<file path="config.mk">
export PLATFORM = sky130hd
export DESIGN_NAME = main_bist
export DESIGN_NICKNAME = d
export VERILOG_FILES = /design/src/rtl/main_bist.sv
export SDC_FILE = /design/constraint.sdc
export NUM_CORES = 1
export LEC_CHECK = 0
export ABC_CLOCK_PERIOD_IN_PS = 1600
export BUFFER_PORTS_ARGS = -buffer_cell sky130_fd_sc_hd__buf_2
export CAP_MARGIN = 20
export CORE_AREA = 10 10 47 49
export DETAILED_ROUTE_END_ITERATION = 7
export DIE_AREA = 0 0 57 59
export GPL_TIMING_DRIVEN = 0
export SLEW_MARGIN = 20
export SYNTH_ARGS = -nofsm -noshare
export SYNTH_HDL_FRONTEND = slang
export SYNTH_SLANG_ARGS = --single-unit
export TNS_END_PERCENT = 50
</file>
<file path="constraint.sdc">
create_clock -name CLK -period 1.6 [get_ports CLK]
set_clock_uncertainty 0.15 [all_clocks]
set_input_delay 0.16 -clock CLK [delete_from_list [all_inputs] [get_ports CLK]]
set_output_delay 0.16 -clock CLK [all_outputs]
set_load 0.005 [all_outputs]
</file>
<file path="src/rtl/main_bist.sv">
// -----------------------------------------------------------------------------
// main_bist -- top level of the sync-detector test chip.
//
// Wraps a K/J symbol sync-detector core with an on-chip logic BIST made of an
// LFSR pattern generator, a MISR response compactor and a small controller.
// In normal operation the core is fed from the pins; a BIST run substitutes
// LFSR patterns for the pins and finishes with a signature pass/fail verdict.
//
// Build option:
//   MAIN_BIST_EN  defined   -> LFSR, MISR and BIST controller are present.
//                 undefined -> core always driven from the pins, bist_start is
//                              ignored, pass_fail and bist_end are tied low.
//
// Parameters:
//   BIST_CYCLES  pattern cycles applied per BIST run
//   SEED         LFSR load value at BIST start
//   GOLDEN       expected fault-free MISR signature
//
// Ports:
//   CLK             single rising-edge clock
//   RST             asynchronous active-low reset
//   bist_start      BIST request, rising edge detected synchronously
//   in_k, in_j      K and J lines of the incoming symbol
//   in_en           symbol valid strobe
//   out_synced_d    sync-locked flag, registered once more after the core
//   out_sync_err_d  invalid-symbol pulse, registered once more after the core
//   pass_fail       1 = signature matched GOLDEN, valid while bist_end = 1
//   bist_end        BIST complete flag
// -----------------------------------------------------------------------------
module main_bist #(
    parameter int          BIST_CYCLES = 512,
    parameter logic [15:0] SEED        = 16'hACE1,
    parameter logic [15:0] GOLDEN      = 16'h0000
) (
    input  logic CLK,
    input  logic RST,
    input  logic bist_start,
    input  logic in_k,
    input  logic in_j,
    input  logic in_en,
    output logic out_synced_d,
    output logic out_sync_err_d,
    output logic pass_fail,
    output logic bist_end
);

    // Sync pattern K J K J K J K K: Pn means the first n symbols have matched.
    typedef enum logic [3:0] {
        P0, P1, P2, P3, P4, P5, P6, P7, LOCK
    } sync_state_t;

    sync_state_t sync_state;
    logic        sync_err;
    logic        synced;

    // Core stimulus after the pin/LFSR selection, plus the BIST-entry clear.
    logic core_k;
    logic core_j;
    logic core_en;
    logic core_clr;

    assign synced = (sync_state == LOCK);

    // -------------------------------------------------------------------------
    // Sync-detector core (the circuit under test)
    // -------------------------------------------------------------------------
    // NOTE: sequential state uses non-blocking assignments so every register
    // samples the pre-edge values regardless of statement order.
    always_ff @(posedge CLK or negedge RST) begin
        if (!RST) begin
            sync_state     <= P0;
            sync_err       <= 1'b0;
            out_synced_d   <= 1'b0;
            out_sync_err_d <= 1'b0;
        end else if (core_clr) begin
            sync_state     <= P0;
            sync_err       <= 1'b0;
            out_synced_d   <= 1'b0;
            out_sync_err_d <= 1'b0;
        end else begin
            out_synced_d   <= synced;
            out_sync_err_d <= sync_err;
            if (!core_en) begin
                // No symbol this cycle: the FSM holds, the error pulse ends.
                sync_err <= 1'b0;
            end else if (core_k == core_j) begin
                sync_state <= P0;
                sync_err   <= 1'b1;
            end else begin
                sync_err <= 1'b0;
                // Valid symbol, so core_k alone tells K (1) from J (0).
                unique case (sync_state)
                    P0:      sync_state <= core_k ? P1   : P0;
                    P1:      sync_state <= core_k ? P1   : P2;
                    P2:      sync_state <= core_k ? P3   : P0;
                    P3:      sync_state <= core_k ? P1   : P4;
                    P4:      sync_state <= core_k ? P5   : P0;
                    P5:      sync_state <= core_k ? P1   : P6;
                    P6:      sync_state <= core_k ? P7   : P0;
                    // K J K J K J K + J still ends in K J K J K J, i.e. P6.
                    P7:      sync_state <= core_k ? LOCK : P6;
                    LOCK:    sync_state <= LOCK;
                    default: sync_state <= P0;
                endcase
            end
        end
    end

`ifdef MAIN_BIST_EN

    // -------------------------------------------------------------------------
    // BIST: LFSR pattern generator, MISR compactor, controller
    // -------------------------------------------------------------------------
    typedef enum logic [1:0] {
        IDLE, RUN, DONE
    } bist_state_t;

    localparam int               CNT_W    = (BIST_CYCLES > 1) ? $clog2(BIST_CYCLES) : 1;
    localparam logic [CNT_W-1:0] CNT_LAST = CNT_W'(BIST_CYCLES - 1);

    bist_state_t      bist_state;
    logic             start_q;
    logic             start_rise;
    logic [15:0]      lfsr;
    logic [15:0]      lfsr_next;
    logic [15:0]      misr;
    logic [15:0]      misr_next;
    logic [CNT_W-1:0] cycle_cnt;
    logic             running;
    logic             entering_run;

    // x^16 + x^14 + x^13 + x^11 + 1, Fibonacci form shifting towards the MSB.
    assign lfsr_next = {lfsr[14:0], lfsr[15] ^ lfsr[13] ^ lfsr[12] ^ lfsr[10]};
    assign misr_next = {misr[14:0], misr[15] ^ misr[13] ^ misr[12] ^ misr[10]}
                     ^ {14'b0, out_synced_d, out_sync_err_d};

    assign running      = (bist_state == RUN);
    assign entering_run = start_rise && !running;

    assign core_k   = running ? lfsr[0]             : in_k;
    assign core_j   = running ? lfsr[1]             : in_j;
    assign core_en  = running ? (lfsr[2] | lfsr[3]) : in_en;
    assign core_clr = entering_run;

    always_ff @(posedge CLK or negedge RST) begin
        if (!RST) begin
            bist_state <= IDLE;
            start_q    <= 1'b0;
            start_rise <= 1'b0;
            lfsr       <= SEED;
            misr       <= 16'h0000;
            cycle_cnt  <= '0;
            pass_fail  <= 1'b0;
            bist_end   <= 1'b0;
        end else begin
            start_q    <= bist_start;
            // Edges seen while a run is in progress are dropped, and because
            // start_q follows the pin a held request never retriggers.
            start_rise <= bist_start && !start_q && !running;

            unique case (bist_state)
                IDLE, DONE: begin
                    if (start_rise) begin
                        bist_state <= RUN;
                        lfsr       <= SEED;
                        misr       <= 16'h0000;
                        cycle_cnt  <= '0;
                        pass_fail  <= 1'b0;
                        bist_end   <= 1'b0;
                    end
                end
                RUN: begin
                    lfsr      <= lfsr_next;
                    misr      <= misr_next;
                    cycle_cnt <= cycle_cnt + 1'b1;
                    if (cycle_cnt == CNT_LAST) begin
                        bist_state <= DONE;
                        bist_end   <= 1'b1;
                        // Judge the signature including this final response.
                        pass_fail  <= (misr_next == GOLDEN);
                    end
                end
                default: bist_state <= IDLE;
            endcase
        end
    end

`else

    // BIST absent: the pins always own the core and the verdict is inert.
    assign core_k    = in_k;
    assign core_j    = in_j;
    assign core_en   = in_en;
    assign core_clr  = 1'b0;
    assign pass_fail = 1'b0;
    assign bist_end  = 1'b0;

    logic unused_cfg;
    assign unused_cfg = ^{SEED, GOLDEN, bist_start} ^ (BIST_CYCLES != 0);

`endif

endmodule

</file>
==> run_results.csv, run 1 <==
group,metric,value,unit
yosys,synth_top_area_frac,0.491,
place,io_buffers,6,
global_route,antenna_found_initial,0,
global_route,grtUsageTotal,0.0434,
timing,finalHoldViolations,0,
detailed_routing,viasPerCell,4.34,
yosys,yosys_warnings,0,
timing,whs,0.0114,ns
power_and_ir_drop,combPwrFrac,0.100,
power_and_ir_drop,ir_drop,0.153,mV
floorplanning,ios,10,
layout,final_layout_size_suffix_gt1_frac,0.304,
cts,path_clk_slew,0.05,ns
yosys,syn_avg_cell_area,10.5,sq um
timing,final.min_clock_period,1.22,ns
yosys,yosysSeqAreaShare,0.491,
min_path,min_path_type,"in2reg",
detailed_routing,drt_iter0_drc,1,
layout,fin_area,447,sq um
place,place_area,410,sq um
cts,clockBufferDepth,2,
yosys,yosysTopAreaCell,"dfrtp_1",
cts,ctsHtreeMaxLevel,1,
power_and_ir_drop,power.density,854,mW/mm^2
layout,antenna_cells,0,
cts,cts_setup_buffers,0,
place,place_congestion,0.666,
critical_path,crit_path_max_incr_delay,0.45,ns
yosys,ys_async_sr_fraction,1.00,
global_route,overflow,0,
critical_path,required,1.57,ns
detailed_routing,vias,269,
cts,cts_sinks,7,
floorplanning,die_area,0.00336,sq mm
yosys,synth_area,357,sq um
floorplanning,start_util,0.254,
power_and_ir_drop,p_int,0.299,mW
yosys,yosys-top-cells-area,"dfrtp_1 49%, nor4b_4 6.7%, o22ai_1 5.3%",
power_and_ir_drop,swShare,0.218,
timing,setup_viol,0,
yosys,netlist_instances,34,
critical_path,path_class,"reg2reg",
floorplanning,fp.dieW,57,microns
detailed_routing,drt_pass1_iterations,2,
critical_path,critPathMaxFanout,6,
detailed_routing,drt_wl_total,621,microns
place,pre_cts_ws,0.386,ns
timing,drv_slew,0,
detailed_routing,drcViolationCount,0,
yosys,ys.flop_type,"dfrtp_1",
timing,max_freq,823,MHz
yosys,ys_ff_latch,7,
power_and_ir_drop,finalPower,0.382,mW
yosys,yosys.cell_count.top_type,"dfrtp_1",
global_route,grt_pass1_vias,271,
global_route,grt_max_degree,8,
critical_path,path_cells,"or2_0 -> a22oi_1 -> o22ai_1",
power_and_ir_drop,switchingPower,0.0830,mW
power_and_ir_drop,p_clk_frac,0.398,
power_and_ir_drop,seq_power_share,0.502,
timing,grt_setup_unrepaired,"no",
critical_path,slowest_stage,"dfrtp_1",
yosys,synth_edf_count,0,
cts,clock_latency,0.24,ns
yosys,synthTopCellsByCount,"7 x dfrtp_1, 3 x inv_1, 3 x o22ai_1",
critical_path,worstSetupStartpointType,"flop",
critical_path,worstPathArrival,1.19,ns
cts,cts_tree,"yes",
layout,syn2layout_area_growth,25.3,%
global_route,grt_pass1_wl,1.09,mm
timing,finalCritPeriodShare,0.760,
detailed_routing,antenna_left,0,
floorplanning,rows,14,
cts,numCtsBuffers,3,
timing,fin_tns_setup,0,ns
detailed_routing,wl_per_cell,10.0,microns
critical_path,cp-end-kind,"flop",
power_and_ir_drop,p_leak,0.209,nW
layout,nNetsFinal,53,
yosys,ys_types,17,
cts,hold_buffers,1,
floorplanning,die_height,59,microns
run_status,status,"completed",
flow_run,maxCapViolations,0,
floorplanning,fp.coreArea,0.00140,sq mm
timing,fin_ws,0.385,ns
cts,cts_resized,0,
cts,clockRootBuffer,"clkbuf_4",
==> logic make-up (layout without fill, tap and decap cells) <==
| kind of cell | count (synthesis) | after routing | synth area share |
|---|---|---|---|
| flip-flops | 7 | 7 | 0.491 |
| other | 1 | 2 | 0.0105 |
| AND/OR/NAND/NOR | 14 | 14 | 0.302 |
| AO/OA/AOI/OAI | 7 | 7 | 0.123 |
| buffers and inverters | 5 | 16 | 0.0737 |
==> metrics by stage <==
step           utilization  instances
2_1_floorplan            -         35
3_3_place_gp         0.293         57
3_5_place_dp         0.293         57
4_1_cts              0.319         62
5_1_grt              0.319         62
6_report             0.319         62
==> state kept, by name, indices dropped and copies added (netlist names) <==
signal and flops:
sync_state 4, out_sync_err_d 1, out_synced_d 1, sync_err 1
==> routing by layer <==
metal	share of wire	wire [microns]	global-route usage
met5	0	0	0
met3	0.11	66	0.0279
met2	0.41	252	0.0465
met4	0.0064	4	0.0503
met1	0.48	298	0.0505
==> cell usage in the layout, fill, tap and decap left out <==
cell type      instances
o22ai_1                3
conb_1                 2
o21ai_1                2
dlygate4sd3_1          1
clkbuf_1               1
and3_2                 1
buf_2                  6
inv_1                  3
nand3_1                2
nand2_1                1
or2_0                  1
nand2b_1               2
and2b_1                2
buf_4                  2
and2b_2                1
nor4b_4                1
a22oi_1                2
clkbuf_4               3
dfrtp_1                7
nor2b_1                2
nor3b_1                1
==> layout make-up <==
cell class	instances	area, sq um
clock buffers	4	26.3
plain buffers	2	15.0
inverters	3	11.3
multi-input cells	23	159
fillers	155	955
flip-flops and latches	7	175
well taps	16	20.0
repair buffers	7	40.0
==> worst max-delay path, delay by kind of cell, from the launching register on <==
kind | cells | cell delay (ns)
AOI/OAI and AO/OA | 2 | 0.25
DFF | 1 | 0.45
and+or+nand+nor | 1 | 0.25
==> power by group through the flow <==
stage	registers, mW	logic, mW	clock network (mW)
2_1_floorplan	0.193	0.0224	0
5_1_grt	0.193	0.0440	0.175
6_report	0.192	0.0382	0.152
4_1_cts	0.191	0.0384	0.162
3_3_place_gp	0.194	0.0361	0
3_5_place_dp	0.194	0.0366	0
==> path summary, 6_finish.rpt <==
check,from,slack [ns],cells after the start,end
setup reg to reg,sync_state[1],0.38,3,sync_state[2]
hold / removal,in_en,0.01,2,sync_state[0]
max in group asynchronous,RST,1.03,2,out_sync_err_d
setup / recovery,sync_state[1],0.38,3,sync_state[2]
hold reg to reg,sync_err,0.20,0,out_sync_err_d
min in group asynchronous,RST,0.12,2,out_synced_d
(Power assumes the default switching activity.)
==> run 2: changes to the inputs <==
ABC_CLOCK_PERIOD_IN_PS = 1250   (was 1600)
clock period = 1.25 ns   (was 1.6 ns; I/O delays follow)
==> run_results.csv, run 2 (same netlist as run 1, synthesis figures left out) <==
group,metric,value,unit
layout,antenna_cells,0,
power_and_ir_drop,p_int,0.386,mW
timing,max_freq,841,MHz
layout,final_cell_mix,"6 x buf_2, 4 x dfrtp_1",
floorplanning,die_height,59,microns
power_and_ir_drop,p_leak,0.215,nW
global_route,grt_max_degree,8,
power_and_ir_drop,power.density,1050,mW/mm^2
critical_path,cp.depth,5,
cts,numCtsBuffers,3,
cts,path_clk_slew,0.05,ns
critical_path,cp_top_family,"buffers and inverters",
floorplanning,start_util,0.254,
power_and_ir_drop,switchingPower,0.109,mW
min_path,min_path_type,"in2async",
global_route,overflow,0,
place,place_congestion,0.666,
layout,final_common_cell,"buf_2",
critical_path,path_class,"in2reg",
power_and_ir_drop,finalPower,0.495,mW
layout,fillerInstances,151,
power_and_ir_drop,swShare,0.220,
detailed_routing,drt_iter0_drc,2,
timing,drv_slew,0,
run_status,status,"completed",
timing,grt_setup_unrepaired,"no",
floorplanning,ios,10,
floorplanning,die_area,0.00336,sq mm
layout,largest_register_ffs,4,
global_route,grtUsageTotal,0.0434,
timing,fin_tns_setup,0,ns
critical_path,worstSetupStartpointType,"primary input",
power_and_ir_drop,ir_drop,0.194,mV
critical_path,crit_path_max_incr_delay,0.53,ns
layout,ff_latch_area,179,sq um
detailed_routing,drt_wl_total,635,microns
detailed_routing,drt_pass1_iterations,3,
global_route,grt_pass1_wl,1.09,mm
detailed_routing,viasPerCell,4.27,
power_and_ir_drop,combPwrFrac,0.107,
timing,final.min_clock_period,1.19,ns
detailed_routing,drcViolationCount,0,
cts,clockRootBuffer,"clkbuf_4",
critical_path,critPathBufInv,2,
critical_path,worstPathArrival,1.16,ns
critical_path,slowest_stage,"dlygate4sd3_1",
detailed_routing,vias,273,
critical_path,required,1.22,ns
flow_run,maxCapViolations,0,
critical_path,ff2ff_path_depth,3,
layout,regMostFlops,"sync_state",
layout,final_layout_size_suffix_gt1_frac,0.396,
critical_path,critPathMaxFanout,6,
detailed_routing,antenna_left,0,
floorplanning,fp.dieW,57,microns
critical_path,path_cells,"dlygate4sd3_1 -> buf_2 -> and2b_1 -> o21ai_2 -> o22ai_1",
layout,syn2layout_area_growth,32.3,%
cts,cts_tree,"yes",
global_route,grt_pass1_vias,276,
cts,clock_latency,0.24,ns
place,io_buffers,6,
critical_path,cp-end-kind,"flop",
layout,multi_input_area,163,sq um
timing,finalHoldViolations,0,
timing,finalCritPeriodShare,0.951,
cts,clockBufferDepth,2,
global_route,antenna_found_initial,0,
power_and_ir_drop,seq_power_share,0.497,
floorplanning,fp.coreArea,0.00140,sq mm
power_and_ir_drop,p_clk_frac,0.396,
cts,cts_sinks,7,
floorplanning,rows,14,
timing,setup_viol,0,
cts,ctsHtreeMaxLevel,1,
layout,nNetsFinal,55,
detailed_routing,wl_per_cell,9.92,microns
[run 2: cell types whose count changed in the layout (fill, tap and decap cells not counted)]
cell and change:
dfrtp_2 +3, dlygate4sd3_1 +1, o21ai_1 -1, dfrtp_1 -3, buf_4 +1, o21ai_2 +1
[run 2: per-layer routing]
layer | global-route usage | up-vias | share of wire
met1 | 0.0505 | 120 | 0.49
met3 | 0.0279 | 2 | 0.10
met4 | 0.0503 | 0 | 0.0063
met2 | 0.0465 | 8 | 0.40
met5 | 0 | - | 0
li1 | - | 143 | -
[run 2: stage by stage]
stage / instance area [sq um] / instances / utilization / hold WS [ns] / worst slack [ns]
2_1_floorplan: 360 / 35 / - / -0.321 / 0.113
3_3_place_gp: 410 / 57 / 0.293 / -0.189 / 0.0493
3_5_place_dp: 410 / 57 / 0.293 / -0.191 / 0.0358
4_1_cts: 457 / 63 / 0.326 / 0.0818 / 0.0262
5_1_grt: 472 / 64 / 0.337 / 0.0981 / 0.00271
6_report: 472 / 64 / 0.337 / 0.0835 / 0.0613
[run 2: area by class of cell]
| cell class | instances | area share |
|---|---|---|
| flip-flops and latches | 7 | 0.379 |
| repair buffers | 9 | 0.122 |
| multi-input cells | 23 | 0.345 |
| well taps | 16 | 0.0424 |
| plain buffers | 2 | 0.0318 |
| clock buffers | 4 | 0.0557 |
| inverters | 3 | 0.0239 |
[run 2: repair_timing]
action	CTS	global route
endpoints found under the setup margin	0	2
hold buffers	2	0
setup buffers	0	1
gates resized for setup	0	4
hold endpoints to repair	10	0
[run 2: path summary, 6_finish.rpt]
check                                  to  slack [ns]           from
max in group asynchronous   sync_state[0]        0.71            RST
hold / removal               out_synced_d        0.08            RST
min in group CLK            sync_state[3]        0.14           in_k
setup / recovery            sync_state[2]        0.06          in_en
hold reg to reg            out_sync_err_d        0.20       sync_err
setup reg to reg            sync_state[2]        0.08  sync_state[2]
[run 2: power by group through the flow]
stage | combinational (mW) | sequential [mW] | clock (mW)
after floorplan | 0.0286 | 0.247 | 0
after global placement | 0.0462 | 0.248 | 0
after detailed placement | 0.0468 | 0.248 | 0
after CTS | 0.0515 | 0.245 | 0.207
after global routing | 0.0608 | 0.247 | 0.226
final | 0.0529 | 0.246 | 0.196
==> run 3: changes to the inputs <==
CTS_BUF_LIST = sky130_fd_sc_hd__clkbuf_16   (was default)
SETUP_SLACK_MARGIN = 0.2   (was default)
==> run_results.csv, run 3 (same netlist as run 1, synthesis figures left out) <==
group,metric,value,unit
timing,fin_ws,0.0555,ns
timing,finalHoldViolations,0,
place,io_buffers,6,
critical_path,cp-startpoint,"sync_state[1]",
place,place_congestion,0.650,
power_and_ir_drop,ir_drop,0.464,mV
layout,multi_input_area,170,sq um
layout,final_cell_mix,"6 x buf_2, 4 x inv_1, 4 x dfrtp_1",
detailed_routing,antenna_left,0,
detailed_routing,vias,289,
floorplanning,fp.coreArea,0.00140,sq mm
timing,grt_setup_unrepaired,"yes",
detailed_routing,drt_wl_total,786,microns
timing,finalCritPeriodShare,0.956,
layout,fin_area,562,sq um
timing,setup_viol,0,
critical_path,worstPathArrival,1.15,ns
critical_path,r2r_setup_slack,0.06,ns
timing,max_freq,837,MHz
critical_path,worstSetupStartpointType,"flop",
detailed_routing,drt_iter0_drc,1,
place,dp_hpwl,581,microns
layout,nNetsFinal,57,
critical_path,crit_path_max_incr_delay,0.44,ns
layout,ff_latch_area,179,sq um
floorplanning,rows,14,
critical_path,r2r_start,"sync_state[1]",
floorplanning,fp.dieW,57,microns
detailed_routing,wl_per_cell,11.9,microns
layout,antenna_cells,0,
run_status,status,"completed",
layout,fin_util,0.401,
power_and_ir_drop,finalPower,0.836,mW
floorplanning,start_util,0.254,
power_and_ir_drop,power.density,1490,mW/mm^2
layout,final_layout_size_suffix_gt1_frac,0.420,
cts,cts_sinks,7,
critical_path,required,1.20,ns
detailed_routing,drt_pass1_iterations,2,
critical_path,path_cells,"or2_0 -> a22oi_1 -> o22ai_1",
global_route,grt_pass1_vias,302,
floorplanning,ios,10,
global_route,grt_max_degree,8,
cts,cts_tree,"yes",
cts,numCtsBuffers,3,
layout,fillerInstances,145,
layout,syn2layout_area_growth,57.5,%
cts,ctsHtreeMaxLevel,1,
min_path,min-delay-start,"in_en",
global_route,grtUsageTotal,0.0543,
cts,path_clk_slew,0.03,ns
layout,largest_register_ffs,4,
critical_path,slowest_stage,"dfrtp_2",
cts,clockRootBuffer,"clkbuf_16",
floorplanning,die_height,59,microns
global_route,overflow,0,
timing,drv_slew,0,
power_and_ir_drop,p_leak,0.257,nW
detailed_routing,viasPerCell,4.38,
global_route,antenna_found_initial,0,
layout,regMostFlops,"sync_state",
min_path,min_path_type,"in2reg",
cts,clockBufferDepth,2,
critical_path,cp-end-kind,"flop",
critical_path,path_class,"reg2reg",
flow_run,maxCapViolations,0,
critical_path,critPathMaxFanout,4,
timing,final.min_clock_period,1.19,ns
place,pre_cts_ws,0.0185,ns
cts,clock_latency,0.23,ns
layout,final_common_cell,"buf_2",
detailed_routing,drcViolationCount,0,
global_route,grt_pass1_wl,1.29,mm
place,place_area,410,sq um
floorplanning,die_area,0.00336,sq mm
-- run 3: worst max-delay path, delay by kind of cell, from the launching register on --
family,cells,cell delay (ns)
AO/OA/AOI/OAI,2,0.26
AND/OR/NAND/NOR,1,0.23
flip-flops,1,0.44
-- run 3: where the power goes --
part / leakage (nW) / total [mW] / internal, mW / switching [mW]
Sequential: 0.0895 / 0.247 / 0.238 / 0.00946
Combinational: 0.125 / 0.0633 / 0.0342 / 0.0291
Clock: 0.0423 / 0.526 / 0.415 / 0.111
Total: 0.257 / 0.836 / 0.687 / 0.150
-- run 3: timing repair --
item | in CTS | in global routing
pin swaps | 2 | 4
gates resized for setup | 3 | 2
gates cloned | 0 | 0
hold buffers | 3 | 0
setup buffers | 1 | 1
endpoints found under the hold margin | 9 | 0
setup endpoints to repair | 4 | 5
-- run 3: area by class of cell --
| type | instances | share of cell area |
|---|---|---|
| Sequential cell | 7 | 0.318 |
| Multi-Input combinational cell | 23 | 0.303 |
| Timing Repair Buffer | 11 | 0.156 |
| Clock buffer | 3 | 0.134 |
| Tap cell | 16 | 0.0356 |
| Buffer | 2 | 0.0267 |
| Inverter | 3 | 0.0200 |
| Clock inverter | 1 | 0.00668 |
-- run 3: path summary, 6_finish.rpt --
check	end	cells past startpoint
max in group asynchronous	sync_state[2]	2
hold / removal	sync_err	2
setup reg to reg	sync_state[2]	3
setup / recovery	sync_state[2]	3
min in group asynchronous	sync_state[3]	2
hold reg to reg	out_sync_err_d	0
-- run 3: through the flow --
stage / hold WS, ns / cells / setup TNS, ns
after global placement: -0.187 / 57 / 0
after floorplan: -0.321 / 35 / 0
after global routing: 0.0629 / 66 / -0.00125
after CTS: 0.0416 / 65 / 0
final: 0.0517 / 66 / 0
after detailed placement: -0.193 / 57 / 0
-- run 3: per-layer routing --
| layer | vias up | share of wire | routed length, microns | track usage |
|---|---|---|---|---|
| met5 | - | 0 | 0 | 0 |
| met4 | 0 | 0 | 0 | 0.0805 |
| met3 | 0 | 0.057 | 45 | 0.0300 |
| met2 | 6 | 0.55 | 433 | 0.0760 |
| met1 | 140 | 0.39 | 307 | 0.0457 |
| li1 | 143 | - | - | - |
